$ cat src/rtl/dmem_check_pkg.sv
// Shared types and helpers for the data-memory write scoreboard.
package dmem_check_pkg;

  localparam int unsigned MAX_DATA_WIDTH = 256;
  localparam int unsigned MAX_BE_WIDTH   = MAX_DATA_WIDTH / 8;

  typedef enum logic [1:0] {
    S_IDLE,
    S_RUN,
    S_PASS,
    S_FAIL
  } state_e;

  typedef enum logic [2:0] {
    FC_NONE,
    FC_BAD_ADDR,
    FC_BAD_DATA,
    FC_TIMEOUT,
    FC_NO_EXPECT
  } fail_code_e;

  // Expands byte enables into a bit mask; callers truncate to their data width.
  function automatic logic [MAX_DATA_WIDTH-1:0] be_to_mask(input logic [MAX_BE_WIDTH-1:0] be);
    logic [MAX_DATA_WIDTH-1:0] m;
    m = '0;
    for (int i = 0; i < int'(MAX_BE_WIDTH); i++) begin
      m[i*8 +: 8] = {8{be[i]}};
    end
    return m;
  endfunction

endpackage

$ cat src/rtl/sb_entry_match.sv
// Compares one expected-table entry against the live store: address equality and
// byte-enable-masked data equality.
module sb_entry_match
  import dmem_check_pkg::*;
#(
  parameter int unsigned ADDR_WIDTH = 32,
  parameter int unsigned DATA_WIDTH = 32
) (
  input  logic [ADDR_WIDTH-1:0]   i_exp_addr,
  input  logic [DATA_WIDTH-1:0]   i_exp_data,
  input  logic [ADDR_WIDTH-1:0]   i_wr_addr,
  input  logic [DATA_WIDTH-1:0]   i_wr_data,
  input  logic [DATA_WIDTH/8-1:0] i_wr_be,
  output logic                    o_addr_eq_c,
  output logic                    o_match_c
);

  logic [DATA_WIDTH-1:0] w_mask;

  assign w_mask      = DATA_WIDTH'(be_to_mask(MAX_BE_WIDTH'(i_wr_be)));
  assign o_addr_eq_c = (i_exp_addr == i_wr_addr);
  assign o_match_c   = o_addr_eq_c && ((i_wr_data & w_mask) == (i_exp_data & w_mask));

endmodule

$ cat src/rtl/dmem_write_scoreboard.sv
// Checks data-memory stores against a loaded table of expected (addr, data) pairs,
// in order or any order, with sticky pass/fail status, fail code and timeout.
module dmem_write_scoreboard
  import dmem_check_pkg::*;
#(
  parameter int unsigned ADDR_WIDTH     = 32,
  parameter int unsigned DATA_WIDTH     = 32,
  parameter int unsigned NUM_EXPECT     = 8,
  parameter int unsigned TIMEOUT_CYCLES = 500,
  parameter bit          ORDERED        = 1'b1,
  parameter bit          ALLOW_EXTRA    = 1'b0,
  localparam int unsigned IDX_W = (NUM_EXPECT > 1) ? $clog2(NUM_EXPECT) : 1,
  localparam int unsigned CNT_W = $clog2(NUM_EXPECT + 1),
  localparam int unsigned CYC_W = $clog2(TIMEOUT_CYCLES + 1)
) (
  input  logic                    i_clk,
  input  logic                    i_rst,
  input  logic                    i_clear,
  input  logic                    i_load_valid,
  input  logic [IDX_W-1:0]        i_load_idx,
  input  logic [ADDR_WIDTH-1:0]   i_load_addr,
  input  logic [DATA_WIDTH-1:0]   i_load_data,
  input  logic                    i_start,
  input  logic                    i_wr_en,
  input  logic [ADDR_WIDTH-1:0]   i_wr_addr,
  input  logic [DATA_WIDTH-1:0]   i_wr_data,
  input  logic [DATA_WIDTH/8-1:0] i_wr_be,
  output logic                    o_busy,
  output logic                    o_done,
  output logic                    o_pass,
  output logic [2:0]              o_fail_code,
  output logic [CNT_W-1:0]        o_match_count,
  output logic [CYC_W-1:0]        o_cycle_count,
  output logic [ADDR_WIDTH-1:0]   o_fail_addr,
  output logic [DATA_WIDTH-1:0]   o_fail_data
);

  state_e                r_state;
  state_e                w_state_nxt;
  fail_code_e            r_fail_code;
  fail_code_e            w_fc_nxt;
  logic [ADDR_WIDTH-1:0] r_exp_addr [NUM_EXPECT];
  logic [DATA_WIDTH-1:0] r_exp_data [NUM_EXPECT];
  logic [CNT_W-1:0]      r_n;
  logic [NUM_EXPECT-1:0] r_hit;
  logic [CNT_W-1:0]      r_match_count;
  logic [CYC_W-1:0]      r_cycle_count;
  logic [ADDR_WIDTH-1:0] r_fail_addr;
  logic [DATA_WIDTH-1:0] r_fail_data;

  logic [NUM_EXPECT-1:0] w_addr_eq;
  logic [NUM_EXPECT-1:0] w_match;
  logic [NUM_EXPECT-1:0] w_valid;
  logic [NUM_EXPECT-1:0] w_cand;
  logic [NUM_EXPECT-1:0] w_hit_sel;
  logic [NUM_EXPECT-1:0] w_hit_set;
  logic                  w_any_addr;
  logic                  w_cur_match;
  logic                  w_cur_addr_eq;
  logic [IDX_W-1:0]      w_ptr_idx;
  logic [CNT_W-1:0]      w_count_inc;
  logic [CYC_W-1:0]      w_cyc_next;
  logic [CNT_W-1:0]      w_load_n;
  logic                  w_restart;
  logic                  w_cyc_inc;
  logic                  w_match_inc;
  logic                  w_cap_wr;

  for (genvar gi = 0; gi < int'(NUM_EXPECT); gi++) begin : g_entry
    sb_entry_match #(
      .ADDR_WIDTH(ADDR_WIDTH),
      .DATA_WIDTH(DATA_WIDTH)
    ) u_match (
      .i_exp_addr (r_exp_addr[gi]),
      .i_exp_data (r_exp_data[gi]),
      .i_wr_addr  (i_wr_addr),
      .i_wr_data  (i_wr_data),
      .i_wr_be    (i_wr_be),
      .o_addr_eq_c(w_addr_eq[gi]),
      .o_match_c  (w_match[gi])
    );
    assign w_valid[gi] = (CNT_W'(gi) < r_n);
  end

  // In ordered mode match_count doubles as the pointer to the next expected entry.
  assign w_ptr_idx     = IDX_W'(r_match_count);
  assign w_cur_match   = w_match[w_ptr_idx];
  assign w_cur_addr_eq = w_addr_eq[w_ptr_idx];
  assign w_any_addr    = |(w_addr_eq & w_valid);
  assign w_cand        = w_match & w_valid & ~r_hit;
  assign w_hit_sel     = w_cand & (~w_cand + NUM_EXPECT'(1));
  assign w_count_inc   = r_match_count + CNT_W'(1);
  assign w_cyc_next    = r_cycle_count + CYC_W'(1);
  assign w_load_n      = CNT_W'(i_load_idx) + CNT_W'(1);

  always_ff @(posedge i_clk) begin
    if (i_rst) begin
      r_state <= S_IDLE;
    end else begin
      r_state <= w_state_nxt;
    end
  end

  // Write decisions take priority over timeout, so a final match on the last cycle passes.
  always_comb begin
    w_state_nxt = r_state;
    w_fc_nxt    = r_fail_code;
    w_restart   = 1'b0;
    w_cyc_inc   = 1'b0;
    w_match_inc = 1'b0;
    w_hit_set   = '0;
    w_cap_wr    = 1'b0;
    if (i_start) begin
      w_restart = 1'b1;
      if (r_n == '0) begin
        w_state_nxt = S_FAIL;
        w_fc_nxt    = FC_NO_EXPECT;
      end else begin
        w_state_nxt = S_RUN;
        w_fc_nxt    = FC_NONE;
      end
    end else if (r_state == S_RUN) begin
      w_cyc_inc = 1'b1;
      if (i_wr_en) begin
        if (ORDERED) begin
          if (w_cur_match) begin
            w_match_inc = 1'b1;
            if (w_count_inc == r_n) w_state_nxt = S_PASS;
          end else if (w_cur_addr_eq) begin
            w_state_nxt = S_FAIL;
            w_fc_nxt    = FC_BAD_DATA;
            w_cap_wr    = 1'b1;
          end else if (!(ALLOW_EXTRA && !w_any_addr)) begin
            w_state_nxt = S_FAIL;
            w_fc_nxt    = FC_BAD_ADDR;
            w_cap_wr    = 1'b1;
          end
        end else begin
          if (|w_cand) begin
            w_hit_set   = w_hit_sel;
            w_match_inc = 1'b1;
            if (w_count_inc == r_n) w_state_nxt = S_PASS;
          end else if (w_any_addr) begin
            w_state_nxt = S_FAIL;
            w_fc_nxt    = FC_BAD_DATA;
            w_cap_wr    = 1'b1;
          end else if (!ALLOW_EXTRA) begin
            w_state_nxt = S_FAIL;
            w_fc_nxt    = FC_BAD_ADDR;
            w_cap_wr    = 1'b1;
          end
        end
      end
      if ((w_state_nxt == S_RUN) && (w_cyc_next == CYC_W'(TIMEOUT_CYCLES))) begin
        w_state_nxt = S_FAIL;
        w_fc_nxt    = FC_TIMEOUT;
      end
    end
  end

  // Table and run counters; the table is frozen while a run is in progress.
  always_ff @(posedge i_clk) begin
    if (i_rst) begin
      for (int i = 0; i < int'(NUM_EXPECT); i++) begin
        r_exp_addr[i] <= '0;
        r_exp_data[i] <= '0;
      end
      r_n           <= '0;
      r_hit         <= '0;
      r_match_count <= '0;
      r_cycle_count <= '0;
      r_fail_addr   <= '0;
      r_fail_data   <= '0;
      r_fail_code   <= FC_NONE;
    end else begin
      if (r_state != S_RUN) begin
        if (i_load_valid && (32'(i_load_idx) < NUM_EXPECT)) begin
          r_exp_addr[i_load_idx] <= i_load_addr;
          r_exp_data[i_load_idx] <= i_load_data;
        end
        if (i_clear) begin
          r_n <= '0;
        end else if (i_load_valid && (w_load_n > r_n)) begin
          r_n <= w_load_n;
        end
      end
      if (w_restart) begin
        r_hit         <= '0;
        r_match_count <= '0;
        r_cycle_count <= '0;
        r_fail_addr   <= '0;
        r_fail_data   <= '0;
      end else begin
        r_hit <= r_hit | w_hit_set;
        if (w_cyc_inc) r_cycle_count <= w_cyc_next;
        if (w_match_inc) r_match_count <= w_count_inc;
        if (w_cap_wr) begin
          r_fail_addr <= i_wr_addr;
          r_fail_data <= i_wr_data;
        end
      end
      r_fail_code <= w_fc_nxt;
    end
  end

  assign o_busy        = (r_state == S_RUN);
  assign o_done        = (r_state == S_PASS) || (r_state == S_FAIL);
  assign o_pass        = (r_state == S_PASS);
  assign o_fail_code   = r_fail_code;
  assign o_match_count = r_match_count;
  assign o_cycle_count = r_cycle_count;
  assign o_fail_addr   = r_fail_addr;
  assign o_fail_data   = r_fail_data;

endmodule

$ cat config.mk
export PLATFORM = sky130hd
export DESIGN_NAME = dmem_write_scoreboard
export DESIGN_NICKNAME = d
export VERILOG_FILES = /design/src/rtl/dmem_check_pkg.sv /design/src/rtl/sb_entry_match.sv /design/src/rtl/dmem_write_scoreboard.sv
export SDC_FILE = /design/constraint.sdc
export NUM_CORES = 1
export LEC_CHECK = 0
export BUFFER_PORTS_ARGS = -buffer_cell sky130_fd_sc_hd__buf_4
export CAP_MARGIN = 0
export CORE_UTILIZATION = 55
export CTS_CLUSTER_DIAMETER = 30
export DETAILED_ROUTE_END_ITERATION = 12
export PLACE_DENSITY_LB_ADDON = 0.15
export SLEW_MARGIN = 10
export SYNTH_ARGS = -nofsm -noshare
export SYNTH_HDL_FRONTEND = slang
export SYNTH_SLANG_ARGS = --single-unit
$ cat constraint.sdc
create_clock -name i_clk -period 2.85 [get_ports i_clk]
set_input_delay 0.57 -clock i_clk [delete_from_list [all_inputs] [get_ports i_clk]]
set_output_delay 0.57 -clock i_clk [all_outputs]
set_load 0.01 [all_outputs]
==> impl_metrics.toml <==
[run_status]
status = "complete, no violations"

[cts]
clock_latency_ns = 0.71
clk_path_buf_depth = 3
htreeDepth = 4
cts.sinks = 598
path_clk_slew_ns = 0.04
hold_buffers = 0
numCtsBuffers = 130
cts-root-buf = "clkbuf_16"
cts_tree = "done"

[placement]
gp_congestion = 0.919
dp_cells = 3283
hpwl_mm = 54.7
post-place-ws_ns = -0.683
placed_area_mm2 = 0.0328
port_buffers = 223

[grt]
antenna_found_initial = 3
first_global_vias = 19900
overflow = 0
grt_usage = 0.317
grt_start_max_net_pins = 117
grt_first_pass_wirelength_mm = 124

[synth]
synth_area_leaders = "edfxtp_1, xnor2_1, and2_1"
synth_fp_nets = 2497
syn_area_mm2 = 0.0291
synth_edf_count = 512
synth_top_area_frac = 0.529
async_flop_share = 0
ys_seq_area_frac = 0.588
synth_cells = 2348
synth-main-ff-cell = "edfxtp_1"
synth.distinct_cells = 48
yosysTopAreaCell = "edfxtp_1"
synth_seq_cells = 598
synth_area_per_cell_um2 = 12.4
synth_warnings = 0

[critical_path]
worstSetupEndpointType = "register"
cp_slowest_stage_delay_ns = 0.62
crit_type = "reg -> reg"
start_kind = "register"
arrival_ns = 3.43
slowest_stage = "nor4_2"
cp_cell_sequence = "xor2_1 -> nor4_1 -> nand4_1 -> nor3_4 -> a22oi_1 -> o22ai_2 -> nor4_2 -> mux2_2"
cp_max_fo = 3
required_ns = 3.44

[floorplan]
rows = 83
die_w_um = 232
die-area_mm2 = 0.0538
start_util = 0.561
core_mm2 = 0.0518
ios = 224
fp.dieH_um = 232

[layout]
fin_cells = 3522
final_layout_size_suffix_gt1_frac = 0.233
area_growth_syn_to_layout_pct = 28.1
mostFrequentLayoutCells = "edfxtp_1, and2_1, xnor2_1"
fin_nets = 2885
fill_cells = 3487
final_common_cell = "edfxtp_1"
final_area_mm2 = 0.0372

[timing]
fin_crit_ns = 2.84
fmax_mhz = 352
finalHoldViolations = 0
relSlewSlack = 0.455
tightest_slew_ns = 0.818
fin_tns_setup_ns = 0
post-route-period-util = 0.996
clock_skew_ns = 0.0210
fin_ws_ns = 0.0103
setup_violations = 0
slew_violations = 0

[run]
max-cap-violations = 0

[detailed_routing]
drc = 0
wl_per_cell_um = 23.8
drt_iter0_drc = 1878
drtAntennaViolNets = 0
vias_per_cell = 5.63
wirelength_mm = 84.0
dr.pass1.iters = 5
dr_total_vias = 19800

[worst_hold_path]
hp-class = "in -> reg"

[power]
ir_drop_uv = 608
power.density_mw_per_mm2 = 725
leakage_nw = 14.2
[cell type report]
cell class	count	area, um2	area share
inverter	7	26.3	0.000705
clock inverter	81	811	0.0218
sequential	598	17100	0.459
clock buffer	155	3560	0.0955
antenna	2	5.00	0.000134
multi-input combinational	1587	11200	0.302
tap	680	851	0.0228
timing repair buffer	412	3660	0.0982
[critical path: cells and delay by family, from the launching register on]
kind	cells	cell delay, ns
AND/OR/NAND/NOR	4	1.09
multiplexers	1	0.40
flip-flops	1	0.37
AO/OA/AOI/OAI	2	0.45
XOR/XNOR	1	0.41
[report_power, final]
part / total [mW] / internal (mW) / switching [mW] / leakage (nW)
logic: 2.14 / 0.924 / 1.22 / 6.11
clock network: 14.8 / 10.1 / 4.71 / 2.14
registers: 10.1 / 9.89 / 0.173 / 5.93
[per-layer routing]
layer  routed length, um  GRT usage  vias up
met3                6140     0.0572      176
li1                    -          -     8921
met4                3440      0.146        0
met5                   0          0        -
met1               32700      0.397     9858
met2               41800      0.535      886
[flip-flops by register name, indices dropped and copies added (netlist names), 3 cells and up]
| register | count |
|---|---|
| r_exp_addr | 256 |
| o_match_count | 4 |
| o_fail_data | 32 |
| o_fail_code | 3 |
| o_cycle_count | 9 |
| r_n | 4 |
| o_fail_addr | 32 |
| r_exp_data | 256 |
[Yosys cell counts (3+ instances only)]
cell and number:
ha_1 8, a31oi_1 5, nor3_1 15, or2_2 10
xor2_1 137, clkbuf_1 84, dfxtp_1 86, edfxtp_1 512
buf_6 5, buf_12 6, nand4b_1 3, nor4_1 37
nand3_1 17, buf_2 27, nand2b_1 11, inv_1 6
buf_4 33, nand4_1 106, and3_1 67, xnor2_1 389
or3_1 8, nor2_1 29, a21oi_1 7, and2_1 449
o21ai_0 38, nand2_1 154, mux2i_1 69
[cells by family after synthesis]
family	after synthesis	share of synthesized area
adder cells (fa/ha/maj)	8	0.00344
flip-flops	598	0.588
buffers and inverters	163	0.0311
XOR/XNOR	526	0.158
multiplexers	71	0.0245
AND/OR/NAND/NOR	917	0.181
AO/OA/AOI/OAI	65	0.0131
[path summary, 6_finish.rpt]
path	startpoint	endpoint	slack [ns]	cells past startpoint
worst max-delay path	r_exp_addr[0][31]	o_fail_code[0]	0.01	8
worst min-delay path	i_wr_addr[7]	o_fail_addr[7]	0.17	3
worst max register to register	r_exp_addr[0][31]	o_fail_code[0]	0.01	8
worst min register to register	o_fail_addr[15]	o_fail_addr[15]	0.45	2
[metrics by stage]
step / hold WS (ns) / power [mW] / utilization
after floorplan: 0.458 / 11.3 / -
after global placement: 0.443 / 12.3 / 0.633
after global routing: 0.169 / 27.7 / 0.719
final: 0.172 / 27.0 / 0.719
after CTS: 0.142 / 27.1 / 0.717
after detailed placement: 0.448 / 12.3 / 0.633
[timing repair]
item,CTS,global route
gates resized for setup,4,10
setup endpoints to repair,69,70
pin swaps,1,4
cloned,0,0
buffers inserted,0,1
Note: power is estimated with default switching activity, not from simulation.
